<file path="src/rtl/interrupt_controller.sv">
// Edge-latching, maskable, priority interrupt controller for the bexkat1 CPU.
// Rising edges on irq_i latch into pending; the highest-index pending & masked
// source is requested over a req/ack handshake and tracked as in-service
// until the CPU signals end-of-interrupt.
//
// state     | meaning
// ----------+----------------------------------------------------------
// S_IDLE    | no request outstanding, waiting for an eligible source
// S_REQ     | int_req_o high, int_src_o frozen until ack or withdrawal
// S_SERVICE | one source in service, waiting for int_eoi_i
module interrupt_controller #(
  parameter int NSRC = 6,
  parameter int SRCW = 3
) (
  input  logic            clk_i,
  input  logic            rst_i,
  input  logic [NSRC-1:0] irq_i,
  input  logic            enabled,
  input  logic            cfg_we,
  input  logic [1:0]      cfg_addr,
  input  logic [NSRC-1:0] cfg_wdata,
  output logic [NSRC-1:0] cfg_rdata,
  output logic            int_req_o,
  output logic [SRCW-1:0] int_src_o,
  input  logic            int_ack_i,
  input  logic            int_eoi_i
);

  typedef enum logic [1:0] {
    S_IDLE    = 2'd0,
    S_REQ     = 2'd1,
    S_SERVICE = 2'd2
  } state_t;

  state_t            r_state;
  state_t            w_state_nxt;
  logic [SRCW-1:0]   r_src;
  logic [SRCW-1:0]   w_src_nxt;
  logic [NSRC-1:0]   r_irq_q;
  logic [NSRC-1:0]   r_mask;
  logic [NSRC-1:0]   r_pending;
  logic [NSRC-1:0]   r_inservice;

  logic [NSRC-1:0]   w_rise;
  logic [NSRC-1:0]   w_eligible;
  logic [NSRC-1:0]   w_src_oh;
  logic [NSRC-1:0]   w_clr;
  logic [SRCW-1:0]   w_pick;
  logic              w_ack;
  logic              w_eoi;
  logic              w_mask_we;
  logic              w_w1c_we;
  logic [SRCW+1:0]   w_status;

  assign w_rise     = irq_i & ~r_irq_q;
  assign w_eligible = r_pending & r_mask;
  assign w_src_oh   = NSRC'(1) << r_src;
  assign w_mask_we  = cfg_we && (cfg_addr == 2'd0);
  assign w_w1c_we   = cfg_we && (cfg_addr == 2'd1);
  // Rising edges are OR-ed in after clearing, so a set always beats a clear.
  assign w_clr      = (w_ack ? w_src_oh : '0) | (w_w1c_we ? cfg_wdata : '0);

  assign int_req_o  = (r_state == S_REQ);
  assign int_src_o  = r_src;

  // Highest-index eligible source; later loop iterations override earlier ones.
  always_comb begin
    w_pick = '0;
    for (int i = 0; i < NSRC; i++) begin
      if (w_eligible[i]) w_pick = SRCW'(i);
    end
  end

  // Next-state logic; ack in REQ takes precedence over withdrawal.
  always_comb begin
    w_state_nxt = r_state;
    w_src_nxt   = r_src;
    w_ack       = 1'b0;
    w_eoi       = 1'b0;
    case (r_state)
      S_IDLE: begin
        if (enabled && (|w_eligible)) begin
          w_state_nxt = S_REQ;
          w_src_nxt   = w_pick;
        end
      end
      S_REQ: begin
        if (int_ack_i) begin
          w_ack       = 1'b1;
          w_state_nxt = S_SERVICE;
        end else if (!enabled || !(|(w_eligible & w_src_oh))) begin
          w_state_nxt = S_IDLE;
        end
      end
      S_SERVICE: begin
        if (int_eoi_i) begin
          w_eoi       = 1'b1;
          w_state_nxt = S_IDLE;
        end
      end
      default: w_state_nxt = S_IDLE;
    endcase
  end

  // FSM state and the registered source index.
  always_ff @(posedge clk_i or negedge rst_i) begin
    if (!rst_i) begin
      r_state <= S_IDLE;
      r_src   <= '0;
    end else begin
      r_state <= w_state_nxt;
      r_src   <= w_src_nxt;
    end
  end

  // Edge detector, mask, pending and in-service registers.
  always_ff @(posedge clk_i or negedge rst_i) begin
    if (!rst_i) begin
      r_irq_q     <= '0;
      r_mask      <= '0;
      r_pending   <= '0;
      r_inservice <= '0;
    end else begin
      r_irq_q   <= irq_i;
      r_pending <= (r_pending & ~w_clr) | w_rise;
      if (w_mask_we) r_mask <= cfg_wdata;
      if (w_ack) begin
        r_inservice <= r_inservice | w_src_oh;
      end else if (w_eoi) begin
        r_inservice <= '0;
      end
    end
  end

  assign w_status = {r_state, r_src};

  // Combinational register read-back.
  always_comb begin
    cfg_rdata = '0;
    case (cfg_addr)
      2'd0:    cfg_rdata = r_mask;
      2'd1:    cfg_rdata = r_pending;
      2'd2:    cfg_rdata = r_inservice;
      default: cfg_rdata = NSRC'(w_status);
    endcase
  end

endmodule

</file>
<file path="config.mk">
export PLATFORM = sky130hd
export DESIGN_NAME = interrupt_controller
export DESIGN_NICKNAME = d
export VERILOG_FILES = /design/src/rtl/interrupt_controller.sv
export SDC_FILE = /design/constraint.sdc
export NUM_CORES = 1
export LEC_CHECK = 0
export ABC_CLOCK_PERIOD_IN_PS = 2700
export CAP_MARGIN = 20
export CORE_MARGIN = 5
export CORE_UTILIZATION = 30
export CTS_BUF_LIST = sky130_fd_sc_hd__clkbuf_2
export DETAILED_ROUTE_END_ITERATION = 12
export GPL_TIMING_DRIVEN = 0
export PLACE_DENSITY_LB_ADDON = 0.1
export SETUP_SLACK_MARGIN = 0.5
export SYNTH_ARGS = -nofsm -noshare
export SYNTH_HDL_FRONTEND = slang
export SYNTH_SLANG_ARGS = --single-unit
export TNS_END_PERCENT = 100
</file>
<file path="constraint.sdc">
create_clock -name clk_i -period 2.7 [get_ports clk_i]
set_input_delay 0.54 -clock clk_i [delete_from_list [all_inputs] [get_ports clk_i]]
set_output_delay 0.54 -clock clk_i [all_outputs]
set_load 0.01 [all_outputs]
</file>
==> reports/metrics.yaml <==
grt_usage_pct: 12.72
p_leak_nw: 0.8374
arrival_ns: 1.55
fin_skew_ns: 0.01615
cts_buffers: 5
die_w_um: 77.89
timing.hold.ws_ns: 0.4259
cp-start-kind: "register"
fin_nets: 186
clk_path_buf_depth: 2
vias: 1084
synth_edf_count: 0
rsz0062_at_grt: "false"
synth_warnings: 0
p_per_area_nw_per_um2: 793.8
clk_pin_slew_ns: 0.13
drc: 0
holdPathStages: 1
ys_seq_area_share_pct: 52.49
grt_pass1_vias: 1127
ir_drop_v: 0.0003047
fin_crit_sh_pct: 77.38
min_path_type: "reg -> reg"
netlist_area_um2: 1383
path_max_fanout: 4
synth_cell_types: 30
die_area_um2: 6066
p_total_w: 0.001468
endpoint_kind: "output pin"
fin_crit_ns: 2.089
ant_nets: 0
fin_setup_tns_ns: 0
drt_pass1_iterations: 4
area_growth_pct: 33.76
rows: 24
ios: 30
slew_headroom_pct: 48.48
critPathKind: "reg -> out"
grt_pass1_wl_um: 5809
cts_sinks: 29
place.gp.congestion: 0.7744
grt_max_degree: 17
async_flop_share_pct: 100.0
fmax_mhz: 478.7
syn_inst: 123
final_cell_mix: "dfrtp_1, clkdlybuf4s50_1, nand2_1, buf_4, inv_1"
cts_root_buffer: "clkbuf_2"
vias_per_cell: 4.972
wl_per_cell_um: 16.16
die_y_um: 77.89
finalNonFillerCells: 218
cts_tree: "done"
antenna_found_initial: 0
maxCapViolCount: 0
min_from: "r_irq_q[3]$_DFF_PN0_"
rrSetupSlack_ns: 1.17
crit-reg2reg-capture: "int_src_o[1]$_DFFE_PN0P_"
r2r_start: "r_pending[5]$_DFF_PN0_"
grt.overflow.total: 0
ys_seq_elements: 29
required_ns: 2.16
first_iter_violations: 42
io_buffers: 27
place_hpwl_um: 2603
insertion_delay_ns: 0.35
initial_core_util_pct: 31.32
wl_um: 3523
avgSynthCellArea_um2: 11.24
core-area_um2: 4414
synth_nets: 143
tightest_slew_ns: 0.7704
drive_above_1_share_pct: 19.88
final_hold_viol_count: 0
final_max_slew_viol_count: 0
dp.cells: 203
diodes: 0
setup_viol: 0
layout_commonest_cell: "dfrtp_1"
synthFlopType: "dfrtp_1"
htreeDepth: 2
status: "finished, final reports clean"
hold_end: "r_pending[3]$_DFF_PN0_"
utilization_pct: 41.89
worstRegToRegCells: 5
-- cells in the mapped netlist, drive strengths merged (3+ instances only) --
cell | instances | share of area, %
a21oi | 3 | 1.1
o21ai | 6 | 2.2
mux4 | 6 | 9.8
o21a | 3 | 1.6
mux2 | 9 | 7.3
nand3 | 5 | 1.8
inv | 10 | 2.7
nor2 | 7 | 1.9
dfrtp | 29 | 52
nand2 | 19 | 5.2
o22ai | 3 | 1.4
-- state kept, by name, summed over array words and instances (netlist names) --
register and flops:
r_pending 6, r_state 2, r_mask 6, r_inservice 6, r_irq_q 6, int_src_o 3
-- where the power goes --
part / internal (W) / total (W) / switching (W)
combinational: 0.000355 / 0.000633 / 0.000279
clock: 0.0000604 / 0.000200 / 0.000140
sequential: 0.000548 / 0.000635 / 0.0000869
-- cell families (layout without fill, tap and decap cells) --
logic type	Yosys count	in the layout	share of synthesized area, %
buffers and inverters	14	57	3.982
AND/OR/NAND/NOR	43	43	15.57
flip-flops	29	29	52.49
AO/OA/AOI/OAI	21	21	10.13
multiplexers	16	16	17.83
-- stage by stage --
step | setup WS, ns | cell area (um2)
after floorplan | 0.8823 | 1383
after global placement | 0.3190 | 1718
after detailed placement | 0.3279 | 1745
after CTS | 0.3762 | 1808
after global routing | 0.5009 | 1849
final | 0.6108 | 1849
-- area by class of cell --
cell class / count / area (um2)
plain buffers: 4 / 26.28
fillers: 426 / 2565
well taps: 52 / 65.06
repair buffers: 36 / 349.1
clock buffers: 6 / 30.03
clock inverters: 1 / 3.754
inverters: 10 / 37.54
flip-flops and latches: 29 / 728.2
multi-input cells: 80 / 609.3
-- timing repair --
action | 4_1_cts | 5_1_grt
hold buffers | 0 | 0
resized for setup | 11 | 10
endpoints found under the setup margin | 6 | 6
buffers inserted | 3 | 5
hold endpoints to repair | 0 | 0
-- routing by layer --
| metal | vias up | track usage, % | part of all wire (%) |
|---|---|---|---|
| met1 | 531 | 16.26 | 48 |
| met3 | 6 | 5.440 | 5.1 |
| met2 | 21 | 18.78 | 45 |
| met5 | - | 0 | 0 |
| li1 | 526 | - | - |
| met4 | 0 | 5.326 | 1.8 |
-- worst max-delay path by stage --
stage | start | end | slack, ns | depth (start not counted)
6_report | r_mask[1]$_DFFE_PN0P_ | cfg_rdata[1] | 0.61 | 2
5_1_grt | int_src_o[0]$_DFFE_PN0P_ | cfg_rdata[0] | 0.50 | 3
4_1_cts | int_src_o[0]$_DFFE_PN0P_ | cfg_rdata[0] | 0.38 | 3
3_5_place_dp | cfg_addr[1] | cfg_rdata[1] | 0.33 | 3
3_3_place_gp | cfg_addr[1] | cfg_rdata[4] | 0.32 | 3
2_1_floorplan | cfg_addr[1] | cfg_rdata[1] | 0.88 | 2
-- worst max-delay path, stage by stage (launching register included) --
cell           delay, ns
dfrtp_1             0.44
mux4_2              0.47
dlygate4sd2_1       0.30
Power figures use the tool's default switching activity.
